===== config.mk =====
export PLATFORM = sky130hd
export DESIGN_NAME = wb_ram_loader
export DESIGN_NICKNAME = d
export VERILOG_FILES = /design/src/rtl/wb_ram_loader_pkg.sv /design/src/rtl/wb_ram_loader_pack.sv /design/src/rtl/wb_ram_loader.sv
export SDC_FILE = /design/constraint.sdc
export NUM_CORES = 1
export LEC_CHECK = 0
export BUFFER_PORTS_ARGS = -buffer_cell sky130_fd_sc_hd__buf_2
export CORE_MARGIN = 3
export CORE_UTILIZATION = 25
export DETAILED_ROUTE_END_ITERATION = 12
export HOLD_SLACK_MARGIN = 0.06
export PLACE_DENSITY = 0.44
export SETUP_SLACK_MARGIN = 0.4
export SLEW_MARGIN = 30
export SYNTH_ARGS = -nofsm -noshare
export SYNTH_HDL_FRONTEND = slang
export SYNTH_SLANG_ARGS = --single-unit

===== constraint.sdc =====
create_clock -name clk_i -period 3.4 [get_ports clk_i]
set_input_delay 0.68 -clock clk_i [delete_from_list [all_inputs] [get_ports clk_i]]
set_output_delay 0.68 -clock clk_i [all_outputs]
set_load 0.1 [all_outputs]

===== src/rtl/wb_ram_loader_pkg.sv =====
// Shared types and constants for the Wishbone RAM preloader.
package wb_ram_loader_pkg;

   typedef enum logic [2:0] {
      IDLE,
      HDR0,
      HDR1,
      COLLECT,
      WRITE,
      DONE,
      ERR
   } state_e;

   localparam int unsigned HDR_BYTES = 2;
   localparam logic [3:0]  BE_ALL    = 4'hF;

endpackage


===== src/rtl/wb_ram_loader_pack.sv =====
// Little-endian byte-to-word packer; full_o flags the push that completes a word.
module wb_ram_loader_pack (
   input  logic        clk_i,
   input  logic        rst_i,
   input  logic        clr_i,
   input  logic        push_i,
   input  logic [7:0]  byte_i,
   output logic [31:0] word_o,
   output logic        full_o
);

   logic [1:0]  cnt_q, cnt_d;
   logic [31:0] buf_q, buf_d;

   always_comb begin
      cnt_d = cnt_q;
      buf_d = buf_q;
      if (clr_i) begin
         cnt_d = '0;
      end else if (push_i) begin
         buf_d[{cnt_q, 3'b000} +: 8] = byte_i;
         cnt_d = cnt_q + 2'd1;
      end
   end

   always_ff @(posedge clk_i or posedge rst_i) begin
      if (rst_i) begin
         cnt_q <= '0;
         buf_q <= '0;
      end else begin
         cnt_q <= cnt_d;
         buf_q <= buf_d;
      end
   end

   assign word_o = buf_q;
   assign full_o = push_i & (cnt_q == 2'd3);

endmodule


===== src/rtl/wb_ram_loader.sv =====
// Streams a length-prefixed byte image into block RAM over Wishbone, holding the CPU in reset until done.
module wb_ram_loader
   import wb_ram_loader_pkg::*;
#(
   parameter int unsigned DEPTH   = 128,
   parameter int unsigned TIMEOUT = 1024
) (
   input  logic                     clk_i,
   input  logic                     rst_i,
   input  logic                     start_i,
   input  logic [7:0]               byte_dat_i,
   input  logic                     byte_vld_i,
   output logic                     byte_rdy_o,
   output logic                     cyc_o,
   output logic                     stb_o,
   output logic                     we_o,
   output logic [3:0]               be_o,
   output logic [$clog2(DEPTH)-1:0] adr_o,
   output logic [31:0]              dat_o,
   input  logic                     ack_i,
   output logic                     busy_o,
   output logic                     done_o,
   output logic                     err_o,
   output logic                     cpu_rst_o
);

   localparam int unsigned AW = $clog2(DEPTH);
   localparam int unsigned TW = $clog2(TIMEOUT + 1);
   localparam int unsigned LW = 8 * HDR_BYTES;

   state_e          state_q;
   logic [7:0]      len_lo_q;
   logic [LW-1:0]   rem_q;
   logic [AW-1:0]   idx_q;
   logic [TW-1:0]   tmo_q;
   logic            cyc_q, stb_q, rdy_q, busy_q, done_q, err_q, cpu_rst_q;
   logic [3:0]      be_q;

   logic [LW-1:0]   hdr_len;
   logic            accept;
   logic            pack_push, pack_clr, pack_full;
   logic [31:0]     pack_word;

   assign hdr_len   = {byte_dat_i, len_lo_q};
   assign accept    = byte_vld_i & rdy_q;
   assign pack_push = accept & (state_q == COLLECT);
   assign pack_clr  = (state_q == HDR1);

   wb_ram_loader_pack u_pack (
      .clk_i  (clk_i),
      .rst_i  (rst_i),
      .clr_i  (pack_clr),
      .push_i (pack_push),
      .byte_i (byte_dat_i),
      .word_o (pack_word),
      .full_o (pack_full)
   );

   always_ff @(posedge clk_i or posedge rst_i) begin
      if (rst_i) begin
         state_q   <= IDLE;
         len_lo_q  <= '0;
         rem_q     <= '0;
         idx_q     <= '0;
         tmo_q     <= '0;
         cyc_q     <= 1'b0;
         stb_q     <= 1'b0;
         be_q      <= '0;
         rdy_q     <= 1'b0;
         busy_q    <= 1'b0;
         done_q    <= 1'b0;
         err_q     <= 1'b0;
         cpu_rst_q <= 1'b1;
      end else begin
         case (state_q)
            IDLE, DONE, ERR: begin
               if (start_i) begin
                  state_q   <= HDR0;
                  rdy_q     <= 1'b1;
                  busy_q    <= 1'b1;
                  done_q    <= 1'b0;
                  err_q     <= 1'b0;
                  cpu_rst_q <= 1'b1;
               end
            end
            HDR0: begin
               if (accept) begin
                  len_lo_q <= byte_dat_i;
                  state_q  <= HDR1;
               end
            end
            HDR1: begin
               if (accept) begin
                  if (hdr_len == '0) begin
                     state_q   <= DONE;
                     rdy_q     <= 1'b0;
                     busy_q    <= 1'b0;
                     done_q    <= 1'b1;
                     cpu_rst_q <= 1'b0;
                  end else if (32'(hdr_len) > DEPTH) begin
                     state_q <= ERR;
                     rdy_q   <= 1'b0;
                     busy_q  <= 1'b0;
                     err_q   <= 1'b1;
                  end else begin
                     rem_q   <= hdr_len;
                     idx_q   <= '0;
                     state_q <= COLLECT;
                  end
               end
            end
            COLLECT: begin
               // rdy is held low for one cycle after each ack so strobes never abut
               if (!rdy_q) begin
                  rdy_q <= 1'b1;
               end else if (pack_full) begin
                  state_q <= WRITE;
                  rdy_q   <= 1'b0;
                  cyc_q   <= 1'b1;
                  stb_q   <= 1'b1;
                  be_q    <= BE_ALL;
                  tmo_q   <= '0;
               end
            end
            WRITE: begin
               if (ack_i) begin
                  cyc_q <= 1'b0;
                  stb_q <= 1'b0;
                  be_q  <= '0;
                  idx_q <= idx_q + 1'b1;
                  rem_q <= rem_q - 1'b1;
                  if (rem_q == LW'(1)) begin
                     state_q   <= DONE;
                     busy_q    <= 1'b0;
                     done_q    <= 1'b1;
                     cpu_rst_q <= 1'b0;
                  end else begin
                     state_q <= COLLECT;
                  end
               end else if (tmo_q == TW'(TIMEOUT - 1)) begin
                  cyc_q   <= 1'b0;
                  stb_q   <= 1'b0;
                  be_q    <= '0;
                  state_q <= ERR;
                  busy_q  <= 1'b0;
                  err_q   <= 1'b1;
               end else begin
                  tmo_q <= tmo_q + 1'b1;
               end
            end
            default: state_q <= IDLE;
         endcase
      end
   end

   assign byte_rdy_o = rdy_q;
   assign cyc_o      = cyc_q;
   assign stb_o      = stb_q;
   assign we_o       = stb_q;
   assign be_o       = be_q;
   assign adr_o      = idx_q;
   assign dat_o      = pack_word;
   assign busy_o     = busy_q;
   assign done_o     = done_q;
   assign err_o      = err_q;
   assign cpu_rst_o  = cpu_rst_q;

endmodule


; ---- Yosys cells after proc, flatten, opt, wreduce, memory -nomap -nowiden
; Index checks and enable logic that the tools add are counted.
[totals]
register_bits = 89
inputBits = 13
output_inout_bits = 51
word_cells = 135
[classes]
n_addsub = 5
order_cmp = 1
n_eq_ne = 26
n_shift = 2
mux = 65
bitwise_logic = 4
reduce_logical = 18
[op_table]
columns = cell, n
row1 = $mux W16, 4
row2 = $mux W11, 4
row3 = $bwmux W32, 1
row4 = $pmux W16 S2, 1
row5 = $shift A8 B7 Y32 const A, 1
row6 = $shiftx A8 B7 Y32, 1
row7 = $mux W3, 10
row8 = $mux W7, 4
row9 = $mux W1, 25
row10 = $ne A2 B2 Y1 const B, 12
row11 = $pmux W11 S2, 1
row12 = $reduce_and A6 Y1, 3
row13 = $eq A16 B1 Y1 const B, 1
row14 = $gt A16 B8 Y1 const B, 1
row15 = $logic_not A16 Y1, 1
row16 = $mux W4, 4
row17 = $sub A16 B1 Y16 const B, 1
row18 = $pmux W1 S3, 5
row19 = $pmux W3 S5, 1
row20 = $pmux W7 S2, 1
row21 = $add A11 B1 Y11 const B, 1
row22 = $eq A11 B10 Y1 const B, 1
row23 = $reduce_and A5 Y1, 2
row24 = $eq A3 B3 Y1 const B, 3
row25 = 21 further kinds, 32

; ---- Longest topological paths before layout
; Gate-level depths: netlist of run 1.
[logic_depth]
word_depth = 6
ltp_mapped = 8
mapped_depth_nobuf = 7

; ---- Cells and area by module
; From an unflattened synthesis of run 1, not the netlist that was laid out.
[hier_totals]
hier_cells = 475
hier_area_um2 = 4657.0
[by_module_without_submodules]
columns = mod, instances, cells_per_inst, area_per_inst_um2, seq_area_each_um2
row1 = wb_ram_loader, 1, 323, 3004.1, 1277.5
row2 = wb_ram_loader_pack, 1, 152, 1652.8, 850.8

; ---- Worst setup path before layout of run 1
; No wires, ideal clock.
[synth_timing]
path_kind = reg2reg
startpoint = register rdy_q, in the netlist byte_rdy_o
endpoint = register len_lo_q[0]
setup_time_ns = 0.125
arrival_time_ns = 2.273
path_slack_ns = 1.002
path_stages_with_launch = 5
n_path_buf = 1
synth_period_minus_slack_ns = 2.398
cell_sequence = dfrtp_1 -> and3_1 -> clkbuf_1 -> nor3b_2 -> mux2_2
[synth_via]
elab_chain_len = 2
[synth_lines]
columns = item, line_no
row1 = "start, declared", wb_ram_loader.sv:36  ; logic cyc_q, stb_q, rdy_q, busy_q, done_q, err_q, cpu_rst_q;
row2 = "start signal, assigned", wb_ram_loader.sv:69  ; rdy_q <= 1'b0;
row3 = "start signal, assigned", wb_ram_loader.sv:79  ; rdy_q <= 1'b1;
row4 = "start signal, assigned", wb_ram_loader.sv:96  ; rdy_q <= 1'b0;
row5 = $and A1 B1 Y1, wb_ram_loader.sv:45  ; assign accept = byte_vld_i & rdy_q;
row6 = $reduce_and A2 Y1 (no source line), -
row7 = "end signal, assigned", wb_ram_loader.sv:88  ; len_lo_q <= byte_dat_i;
row8 = "end, declared", wb_ram_loader.sv:32  ; logic [7:0] len_lo_q;
; Every way passes these cells.
; A chain may end at the register's enable or synchronous reset.

; ---- Worst setup path in the final report of run 1
[layout_timing]
startpoint = register state_q[2]
endpoint = register tmo_q[0]
[layout_via]
elab_chain_len = 5
[layout_lines]
columns = item, line_no
row1 = "start, declared", wb_ram_loader.sv:31  ; state_e state_q;
row2 = "start signal, assigned", wb_ram_loader.sv:61  ; state_q <= IDLE;
row3 = "start signal, assigned", wb_ram_loader.sv:78  ; state_q <= HDR0;
row4 = "start signal, assigned", wb_ram_loader.sv:89  ; state_q <= HDR1;
row5 = $eq A3 B2 Y1, "wb_ram_loader.sv:46, wb_ram_loader.sv:75"
row6 = $and A1 B1 Y1, wb_ram_loader.sv:46  ; assign pack_push = accept & (state_q == COLLECT);
row7 = $and A1 B1 Y1, wb_ram_loader_pack.sv:37  ; assign full_o = push_i & (cnt_q == 2'd3);
row8 = $ne A2 B2 Y1 (no source line), -
row9 = $reduce_and A5 Y1 (no source line), -
row10 = "end signal, assigned", wb_ram_loader.sv:148  ; tmo_q <= tmo_q + 1'b1;
row11 = "end, declared", wb_ram_loader.sv:35  ; logic [TW-1:0] tmo_q;
; Several ways; a longest one is shown, not always the timed one.

==> summary.md, run 1 <==
| Metric | Value |
|---|---|
| Delay-heaviest family, CP | `simple AND/OR/NAND/NOR gates` |
| Post-route ant nets | `0` |
| Rel. slew slack | `0.363` |
| CP required | `3.63 ns` |
| Post-synth top cells | `nand2_1, dfrtp_1, o21ai_0, nor2_1, nand3_1` |
| Async S/R FF share, synth | `1.00` |
| # resized after CTS | `0` |
| Pleak | `approximately 2.5 nW` |
| Root Buffer | `clkbuf_16` |
| Tcrit/Tclk final | `0.741` |
| Post-CTS Setup Bufs | `0` |
| Crit path cell chain | `or3b_2, a31oi_1, o21ai_0, mux2_2` |
| Count of cell types in the netlist | `62` |
| First-pass GRT wire length | `21.3 mm` |
| DR vias | `3,833` |
| Clock buffer count from CTS | `9` |
| Final setup viols | `0` |
| # hold bufs at CTS | `0` |
| WHS | `0.425 ns` |
| Fin nets | `around 560` |
| Syn Inst Count | `491` |
| Vias per cell | `roughly 5.0` |
| Critical setup path kind | `reg2reg` |
| Status | `complete, no violations` |
| Gr usage total | `0.137` |
| Biggest area consumer among synthesized cells | `dfrtp_1` |
| Setup crit start | `state_q[2]$_DFFE_PP0P_` |
| Setup crit start kind | `register` |
| DRC viols | `0` |
| CP endpoint kind | `register` |
| Initial antenna violation count | `0` |
| Slew Limit Fails | `0` |
| Post-synth EDFFs | `0` |
| Critical R2R Capture | `tmo_q[0]$_DFFE_PP0P_` |
| Drt wl/cell | `16.8 um` |
| Drt pass-1 iters | `4` |
| Max Root-Sink Buffers | `2` |
| WP data arrival | `2.75 ns` |
| Reg2Reg Setup Slack | `0.88 ns` |
| Synth area leaders | `dfrtp_1, nand2_1, o21ai_0, nand3_1, ha_1` |
| Final hold vios | `0` |
| Unrepaired setup endpoints after global routing | `no` |
| Chip width | `140 um` |
| Worst clock skew | `0.00644 ns` |
| Most common cell in the netlist | `nand2_1` |
| Pin count of the biggest net entering global routing | `50` |
| Register bit total from synthesis | `85` |
| Seq/Total Area, Yosys | `0.473` |
| Initial Utilization | `0.258` |
| DP HPWL | `9.56 mm` |
| R2R Path Start | `state_q[2]$_DFFE_PP0P_` |
| Highest cell delay on the worst timing path | `just under 0.8 ns` |
| Die height | `~140 um` |
| Clock slew at reported path FFs | `0.06 ns` |
| Clock latency on the worst-skew pair | `0.35 ns` |
| CTS tree | `yes` |
| Final WL | `roughly 13 mm` |
| Area grow syn2layout | `18.0%` |
| Syn Area/Cell | `slightly above 9 um^2` |
| MaxCap Viol Count | `0` |
| Core Area | `17,500 um^2` |
| Layout cells sized above 1 | `0.196` |
| Crit Path Max Fanout | `24` |
| Gr ovfl total | `0` |
| Clk sink count | `85` |
| Total Die Area | `19,700 um^2` |
| Boundary Pins | `64` |
| Worst R2R Path Depth | `4` |
| Slowest-stage cell, CP | `or3b_2` |
| DRT iter0 DRCs | `259` |
| Cell area power density | `389 nW/um^2` |
| CTS H-Tree Depth | `3` |
| Std-Cell Rows | `48` |
| Fmax | `around 400 MHz` |
| Synth top area share | `0.467` |
| Top FF cell, synth | `dfrtp_1` |
| Synth Cell Area | `~4500 um^2` |
| Syn Nets | `513` |
| Min Clock Period, post-route | `~2.5 ns` |
| Worst path bufs/invs | `0` |
| Aggregate negative setup slack | `0 ns` |
| Critical path depth | `4` |
| Port-buffer cells | `63` |
| Worst-Margin Slew | `0.953 ns` |
| Ys Warns | `0` |
| Vias in the first global route | `about 3,700` |
| Diodes inserted | `0` |
| Maximum vdd drop | `around 0.00021 V` |
| Hold WC Path Type | `in2async` |
| Final Wtd Congestion | `0.810` |
metal layers:
metal | vias to the layer above | routed length [um] | track usage
met4 | 0 | 333 | 0.0597
li1 | 1854 | - | -
met1 | 1879 | 6240 | 0.195
met2 | 78 | 6040 | 0.205
met3 | 22 | 376 | 0.0215
met5 | - | 0 | 0
worst max-delay path by stage:
stage / endpoint / slack [ns]
after global routing: tmo_q[6]$_DFFE_PP0P_ / 0.69
after detailed placement: tmo_q[6]$_DFFE_PP0P_ / 0.77
final: tmo_q[0]$_DFFE_PP0P_ / 0.88
after global placement: tmo_q[6]$_DFFE_PP0P_ / 0.84
after floorplan: adr_o[0]$_DFFE_PP0P_ / 0.53
after CTS: tmo_q[0]$_DFFE_PP0P_ / 0.92
area by class of cell:
type	instances	area (um^2)
Fill cell	1817	12200
Multi-Input combinational cell	363	2180
Sequential cell	85	2130
Timing Repair Buffer	69	373
Tap cell	225	282
Clock buffer	10	239
Clock inverter	6	62.6
Inverter	13	50.0
sequential cells by signal (all words and copies together) (netlist names), 2 cells and up:
register and flops:
u_pack.cnt_q 2, u_pack.word_o 32, state_q 3, len_lo_q 8, adr_o 7, rem_q 16
tmo_q 11
where the power goes:
part           internal [mW]  switching, mW  leakage (nW)  total [mW]
Combinational         0.0107         0.0383          1.18      0.0490
Clock                  0.588          0.417         0.152        1.00
Sequential              1.01              0          1.12        1.01
placed cells by master, fill, tap and decap left out, types with 3 or more instances in the layout:
cell type  synthesis  routed
a211oi_1           6       6
a21o_1             4       4
a21oi_1           12      12
a31oi_1           14      14
and2_1             6       6
and3_1            11      11
buf_2              1      63
buf_4              7       5
clkbuf_16          0       9
clkinv_2           0       4
dfrtp_1           84      84
ha_1               9       9
inv_1             13      12
mux2_2             9       9
mux2i_1            4       4
nand2_1           97      97
nand2b_1           3       3
nand3_1           24      24
nand4_1            6       6
nor2_1            25      25
nor2b_1            4       4
nor3_1            10      10
nor3b_1            6       6
nor4_1             5       5
o211ai_1           6       6
o21a_1             3       3
o21ai_0           41      41
o22a_1             5       5
o2bb2ai_1          5       5
o31ai_1            3       3
or4_1              4       4
xnor2_1            5       5
xor2_1             3       3
worst register-to-register path, delay by kind of cell (launching register included):
kind	cells	cell delay (ns)
AND/OR/NAND/NOR	1	0.77
AO/OA/AOI/OAI	2	0.60
multiplexers	1	0.33
flip-flops	1	0.70
logic make-up after synthesis:
| kind of cell | Yosys count | share of synthesized area |
|---|---|---|
| AND/OR/NAND/NOR | 217 | 0.239 |
| AO/OA/AOI/OAI | 116 | 0.173 |
| flip-flops | 85 | 0.473 |
| buffers and inverters | 43 | 0.0436 |
| multiplexers | 13 | 0.0314 |
| adder cells (fa/ha/maj) | 9 | 0.0250 |
| XOR/XNOR | 8 | 0.0156 |
metrics by stage:
| step | std cells | worst slack, ns | area [um^2] | util | power, mW |
|---|---|---|---|---|---|
| after detailed placement | 755 | 0.773 | 5010 | 0.287 | 1.08 |
| after global placement | 755 | 0.837 | 5010 | 0.287 | 1.08 |
| after CTS | 771 | 0.922 | 5310 | 0.304 | 2.10 |
| after global routing | 771 | 0.691 | 5310 | 0.304 | 2.15 |
| final | 771 | 0.880 | 5310 | 0.304 | 2.07 |
| after floorplan | 491 | 0.528 | 4500 | - | 1.05 |
No activity file was read; power rests on OpenSTA's default activity.
==> run 2, diff against run 1 <==
--- a/config.mk
+++ b/config.mk
@@ -10,7 +10,7 @@
 export CORE_UTILIZATION = 25
 export DETAILED_ROUTE_END_ITERATION = 12
 export HOLD_SLACK_MARGIN = 0.06
-export PLACE_DENSITY = 0.44
+export PLACE_DENSITY = 0.46
 export SETUP_SLACK_MARGIN = 0.4
 export SLEW_MARGIN = 30
 export SYNTH_ARGS = -nofsm -noshare
==> constraint.sdc (replaced) <==
create_clock -name clk_i -period 2.3 [get_ports clk_i]
set_input_delay 0.46 -clock clk_i [delete_from_list [all_inputs] [get_ports clk_i]]
set_output_delay 0.46 -clock clk_i [all_outputs]
set_load 0.1 [all_outputs]
==> run 2 against run 1 <==
Compared with the run above: clock-buffer cell count rose by 2; largest power group unchanged; global-route usage grew 0.096 points; final area grew 12%; utilization rose by 3.6 points; sequential share of layout area down 4.0 points; clock skew increased by 0.0028 ns; critical path depth increased by 2; highest routed layer unchanged; first-iteration DRC count down 4.2%.
==> summary.md, run 2 (synthesis results as in run 1) <==
| Metric | Value |
|---|---|
| Status | `complete, no violations (unchanged)` |
| Port-buffer cells | `63 (unchanged)` |
| Delay-heaviest family, CP | `compound AO/OA/AOI/OAI gates (was simple AND/OR/NAND/NOR gates)` |
| Root Buffer | `clkbuf_16 (unchanged)` |
| Design Area, Final | `5930 um^2 (was 5310 um^2)` |
| DP HPWL | `9.47 mm (was 9.56 mm)` |
| Largest register FFs | `32 (unchanged)` |
| CTS tree | `yes (unchanged)` |
| Area grow syn2layout | `31.8% (was 18.0%)` |
| Aggregate negative setup slack | `0 ns (unchanged)` |
| Clk sink count | `85 (unchanged)` |
| Final Non-Filler Cells | `820 (was 771)` |
| Min Clock Period, post-route | `2.07 ns (was 2.52 ns)` |
| # hold bufs at CTS | `0 (unchanged)` |
| MaxCap Viol Count | `0 (unchanged)` |
| Die height | `140 um (unchanged)` |
| Unrepaired setup endpoints after global routing | `yes (was no)` |
| DRT iter0 DRCs | `248 (was 259)` |
| Placed cells | `787 (was 755)` |
| Placement Cell Area | `5280 um^2 (was 5010 um^2)` |
| CP endpoint kind | `register (unchanged)` |
| Slew Limit Fails | `0 (unchanged)` |
| Final hold vios | `0 (unchanged)` |
| Cell area power density | `506 nW/um^2 (was 389 nW/um^2)` |
| CTS H-Tree Depth | `3 (unchanged)` |
| Core Area | `17,500 um^2 (unchanged)` |
| Total Die Area | `19,700 um^2 (unchanged)` |
| Clock buffer count from CTS | `9 (unchanged)` |
| DRC viols | `0 (unchanged)` |
| Critical setup path kind | `reg2reg (unchanged)` |
| Worst-Margin Slew | `0.523 ns (was 0.953 ns)` |
| Initial antenna violation count | `0 (unchanged)` |
| Clock latency on the worst-skew pair | `0.34 ns (was 0.35 ns)` |
| Worst clock skew | `0.00921 ns (was 0.00644 ns)` |
| Gr ovfl total | `0 (unchanged)` |
| Worst path bufs/invs | `1 (was 0)` |
| Pre-CTS WS | `0.108 ns (was 0.773 ns)` |
| First-pass GRT wire length | `21.9 mm (was 21.3 mm)` |
| Chip width | `140 um (unchanged)` |
| Worst setup margin | `0.229 ns (was 0.880 ns)` |
| WHS | `0.167 ns (was 0.425 ns)` |
| Hold WC Path Type | `in2async (unchanged)` |
| Final setup viols | `0 (unchanged)` |
| Fin util | `0.339 (was 0.304)` |
| Pin count of the biggest net entering global routing | `31 (was 50)` |
| Vias per cell | `4.91 (was 4.97)` |
| WP data arrival | `2.35 ns (was 2.75 ns)` |
| Initial Utilization | `0.258 (unchanged)` |
| Gr usage total | `0.138 (was 0.137)` |
| Slowest-stage cell, CP | `or4_4 (was or3b_2)` |
| Drt pass-1 iters | `4 (unchanged)` |
| Layout cells sized above 1 | `0.326 (was 0.196)` |
| Highest cell delay on the worst timing path | `0.55 ns (was 0.77 ns)` |
| Tcrit/Tclk final | `0.900 (was 0.741)` |
| Max Root-Sink Buffers | `2 (unchanged)` |
| CP required | `2.58 ns (was 3.63 ns)` |
| Setup crit start kind | `register (unchanged)` |
| Most common cell after layout, fill and taps aside | `nand2_1 (unchanged)` |
| DR vias | `4,028 (was 3,833)` |
| Rel. slew slack | `0.651 (was 0.363)` |
| Drt wl/cell | `16.1 um (was 16.8 um)` |
| Crit path cell chain | `or4_4, o41ai_4, buf_4, nand4_1, o41ai_2, a21o_1 (was or3b_2, a31oi_1, o21ai_0, mux2_2)` |
| Final WL | `13.2 mm (was 13.0 mm)` |
| Final Wtd Congestion | `0.804 (was 0.810)` |
| Total power | `3.00 mW (was 2.07 mW)` |
| Crit Path Max Fanout | `3 (was 24)` |
| Vias in the first global route | `4,142 (was 3,692)` |
| Boundary Pins | `64 (unchanged)` |
| Post-route ant nets | `0 (unchanged)` |
| Maximum vdd drop | `0.000370 V (was 0.000209 V)` |
| Pleak | `2.71 nW (was 2.45 nW)` |
| Fin nets | `612 (was 563)` |
| Fmax | `483 MHz (was 397 MHz)` |
| Diodes inserted | `0 (unchanged)` |
| Most frequent cells in the layout | `nand2_1, dfrtp_1, buf_2 (unchanged)` |
| Std-Cell Rows | `48 (unchanged)` |
| Clock slew at reported path FFs | `0.07 ns (was 0.06 ns)` |
## run 2: worst register-to-register path, stage by stage (launching register included)
cell and delay [ns]:
dfrtp_1 0.38, or4_4 0.55, o41ai_4 0.27, buf_4 0.19, nand4_1 0.15, o41ai_2 0.32
a21o_1 0.15
## run 2: area by class of cell
class                      instances  area (um^2)
inverter                          13         52.6
clock inverter                     4         31.3
sequential                        85         2140
clock buffer                      12          256
fill                            1795        11500
multi-input combinational        363         2390
timing repair buffer             118          781
tap                              225          282
## run 2: repair_timing
item,CTS,global route
pin swaps,9,11
setup endpoints to repair,35,42
buffers inserted,14,3
gates resized for setup,37,17
## run 2: path summary, 6_finish.rpt
| path | start | end | slack (ns) | cells after the start |
|---|---|---|---|---|
| worst max-delay path | len_lo_q[3]$_DFFE_PP0P_ | rem_q[6]$_DFFE_PP0P_ | 0.23 | 6 |
| worst min-delay path | rst_i | rem_q[4]$_DFFE_PP0P_ | 0.17 | 3 |
| worst max register to register | len_lo_q[3]$_DFFE_PP0P_ | rem_q[6]$_DFFE_PP0P_ | 0.23 | 6 |
| worst min register to register | u_pack.word_o[26]$_DFFE_PP0P_ | u_pack.word_o[26]$_DFFE_PP0P_ | 0.46 | 2 |
| max in group asynchronous | rst_i | byte_rdy_o$_DFFE_PP0P_ | 1.73 | 3 |
| min in group clk_i | u_pack.word_o[26]$_DFFE_PP0P_ | u_pack.word_o[26]$_DFFE_PP0P_ | 0.46 | 2 |
## run 2: layer usage
layer / wire [um] / global-route usage / part of all wire
met5: 0 / 0 / 0
met2: 6500 / 0.228 / 0.49
met4: 186 / 0.0428 / 0.014
met1: 6200 / 0.185 / 0.47
met3: 299 / 0.0208 / 0.023
## run 2: power by group
group	total, mW	internal, mW	leakage (nW)	switching (mW)
clock	1.42	0.796	0.131	0.622
combinational	0.0900	0.0281	1.47	0.0619
sequential	1.49	1.49	1.11	0
total	3.00	2.32	2.71	0.683
==> run 3, diff against run 2 <==
--- a/config.mk
+++ b/config.mk
@@ -7,12 +7,12 @@
 export LEC_CHECK = 0
 export BUFFER_PORTS_ARGS = -buffer_cell sky130_fd_sc_hd__buf_2
 export CORE_MARGIN = 3
-export CORE_UTILIZATION = 25
+export CORE_UTILIZATION = 52
 export DETAILED_ROUTE_END_ITERATION = 12
 export HOLD_SLACK_MARGIN = 0.06
-export PLACE_DENSITY = 0.46
+export PLACE_DENSITY = 0.79
 export SETUP_SLACK_MARGIN = 0.4
-export SLEW_MARGIN = 30
+export SLEW_MARGIN = 20
 export SYNTH_ARGS = -nofsm -noshare
 export SYNTH_HDL_FRONTEND = slang
 export SYNTH_SLANG_ARGS = --single-unit
==> run 3 against run 2 <==
Compared with the run above: wire length shrank 7.5%; sequential share of layout area grew 1.4 points; sequential cell count is the same; critical path type unchanged; non-clock buffer count shrank 2; register-to-register slack lost 0.02 ns; highest routed layer unchanged; total power shrank 9.8%; via count grew 3.6%; maximum frequency shrank 1.0%; combinational power shrank 5.9%; clock skew grew 0.0082 ns; first-iteration DRC count grew 19%; hold slack gained 0.00062 ns.
==> summary.md, run 3 (synthesis results as in run 1) <==
| Metric | Value |
|---|---|
| Placement Cell Area | `5090 um^2 (was 5280 um^2)` |
| Tcrit/Tclk final | `0.910 (was 0.900)` |
| Slew Limit Fails | `0 (unchanged)` |
| Switch Pwr | `0.619 mW (was 0.683 mW)` |
| Pre-CTS WS | `0.143 ns (was 0.108 ns)` |
| Gr ovfl total | `0 (unchanged)` |
| Gr usage total | `0.249 (was 0.138)` |
| Pin count of the biggest net entering global routing | `32 (was 31)` |
| Pleak | `2.66 nW (was 2.71 nW)` |
| Int Pwr | `2.09 mW (was 2.32 mW)` |
| Core Area | `8300 um^2 (was 17,500 um^2)` |
| Fmax | `478 MHz (was 483 MHz)` |
| DR vias | `4,173 (was 4,028)` |
| Drt pass-1 iters | `5 (was 4)` |
| Vias in the first global route | `4,065 (was 4,142)` |
| Std-Cell Rows | `33 (was 48)` |
| Crit Path Max Fanout | `4 (was 3)` |
| Min Clock Period, post-route | `2.09 ns (was 2.07 ns)` |
| CTS tree | `yes (unchanged)` |
| Initial Utilization | `0.542 (was 0.258)` |
| Clk sink count | `85 (unchanged)` |
| Chip width | `99.0 um (was 140 um)` |
| Flop pwr share | `0.551 (was 0.498)` |
| Layout cells sized above 1 | `0.339 (was 0.326)` |
| Worst setup margin | `0.207 ns (was 0.229 ns)` |
| CP required | `2.60 ns (was 2.58 ns)` |
| Aggregate negative setup slack | `0 ns (unchanged)` |
| Fin nets | `610 (was 612)` |
| DP HPWL | `8.08 mm (was 9.47 mm)` |
| Drt wl/cell | `17.5 um (was 16.1 um)` |
| Rel. slew slack | `0.566 (was 0.651)` |
| Final hold vios | `0 (unchanged)` |
| CTS H-Tree Depth | `3 (unchanged)` |
| Clock slew at reported path FFs | `0.09 ns (was 0.07 ns)` |
| Total Die Area | `9810 um^2 (was 19,700 um^2)` |
| Post-route ant nets | `0 (unchanged)` |
| Diodes inserted | `0 (unchanged)` |
| Largest register FFs | `32 (unchanged)` |
| DRT iter0 DRCs | `295 (was 248)` |
| Die height | `99.0 um (was 140 um)` |
| Most common cell after layout, fill and taps aside | `nand2_1 (unchanged)` |
| Status | `complete, no violations (unchanged)` |
| Port-buffer cells | `63 (unchanged)` |
| Final Wtd Congestion | `0.865 (was 0.804)` |
| Boundary Pins | `64 (unchanged)` |
| Final WL | `12.2 mm (was 13.2 mm)` |
| Setup crit start kind | `register (unchanged)` |
| WP data arrival | `2.40 ns (was 2.35 ns)` |
| DRC viols | `0 (unchanged)` |
| Clock latency on the worst-skew pair | `0.37 ns (was 0.34 ns)` |
| Design Area, Final | `5730 um^2 (was 5930 um^2)` |
| Final setup viols | `0 (unchanged)` |
| Hold WC Path Type | `in2async (unchanged)` |
| Clock buffer count from CTS | `9 (unchanged)` |
| # hold bufs at CTS | `0 (unchanged)` |
| Multi-input logic area | `2400 um^2 (was 2390 um^2)` |
| Net Sw Frac | `0.229 (was 0.228)` |
| Maximum vdd drop | `0.000261 V (was 0.000370 V)` |
| Critical setup path kind | `reg2reg (unchanged)` |
| CP endpoint kind | `register (unchanged)` |
| Register area | `2140 um^2 (about the same)` |
| Vias per cell | `5.98 (was 4.91)` |
| Unrepaired setup endpoints after global routing | `yes (unchanged)` |
| Max Root-Sink Buffers | `2 (unchanged)` |
| Worst clock skew | `0.0174 ns (was 0.00921 ns)` |
| Area grow syn2layout | `27.2% (was 31.8%)` |
| Combinational group share of total power | `0.031 (was 0.030)` |
| Initial antenna violation count | `0 (unchanged)` |
| First-pass GRT wire length | `19.8 mm (was 21.9 mm)` |
| Root Buffer | `clkbuf_8 (was clkbuf_16)` |
| Worst-Margin Slew | `0.649 ns (was 0.523 ns)` |
| MaxCap Viol Count | `0 (unchanged)` |
| Fin util | `0.690 (was 0.339)` |
| Filler cells | `614 (was 1,795)` |
| Most frequent cells in the layout | `nand2_1, dfrtp_1, buf_2 (unchanged)` |
| Cell area power density | `473 nW/um^2 (was 506 nW/um^2)` |
| Clock share of power | `0.417 (was 0.472)` |
run 3: cell types whose count changed in the layout (fill, tap and decap cells not counted), moves of 3 or more:
cell	previous run	this run
clkbuf_16	9	0
clkbuf_8	2	11
dfrtp_2	6	9
dfrtp_1	77	74
nand3_1	23	16
buf_4	48	43
nand3_2	1	7
run 3: final timing paths:
path	startpoint	end	slack, ns	cells past startpoint
worst min-delay path	rst_i	u_pack.word_o[20]$_DFFE_PP0P_	0.17	2
max in group asynchronous	rst_i	cpu_rst_o$_DFFE_PP1P_	1.48	3
worst max register to register	len_lo_q[4]$_DFFE_PP0P_	rem_q[6]$_DFFE_PP0P_	0.21	6
worst max-delay path	len_lo_q[4]$_DFFE_PP0P_	rem_q[6]$_DFFE_PP0P_	0.21	6
worst min register to register	u_pack.word_o[29]$_DFFE_PP0P_	u_pack.word_o[29]$_DFFE_PP0P_	0.48	2
min in group clk_i	byte_dat_i[2]	u_pack.word_o[10]$_DFFE_PP0P_	0.39	3
run 3: power by group through the flow:
| stage | logic [mW] | clock network, mW | registers (mW) |
|---|---|---|---|
| floorplan | 0.0329 | 0 | 1.52 |
| global placement | 0.0831 | 0 | 1.52 |
| detailed placement | 0.0854 | 0 | 1.52 |
| CTS | 0.0854 | 1.14 | 1.49 |
| global route | 0.0945 | 1.20 | 1.49 |
| finish | 0.0847 | 1.13 | 1.49 |
run 3: what timing repair did:
item | CTS | global route
resized for setup | 27 | 39
pin swaps | 17 | 14
endpoints found under the hold margin | 0 | 0
buffers inserted | 13 | 9
endpoints found under the setup margin | 46 | 71
run 3: area by class of cell:
type / instances / area share
inverter: 13 / 0.00983
tap: 105 / 0.0229
clock inverter: 4 / 0.00983
clock buffer: 12 / 0.0271
timing repair buffer: 116 / 0.137
sequential: 85 / 0.374
multi-input combinational: 363 / 0.419
run 3: metal layers:
metal,GRT usage,share of wire
met1,0.327,0.42
met2,0.412,0.49
met4,0.0987,0.026
met3,0.0418,0.063
met5,0,0
run 3: critical path, stage by stage (launching register included):
cell and delay [ns]:
dfrtp_1 0.39, or4_4 0.55, o41ai_4 0.30, buf_4 0.18, nand4_1 0.19, o41ai_2 0.26, a21o_1 0.15
run 3: per-stage QoR:
stage | cells | hold WS, ns | total power, mW
global route | 698 | 0.213 | 2.78
finish | 698 | 0.167 | 2.71
detailed placement | 660 | 0.457 | 1.61
global placement | 660 | 0.449 | 1.61
CTS | 689 | 0.189 | 2.72
floorplan | 491 | 0.458 | 1.56
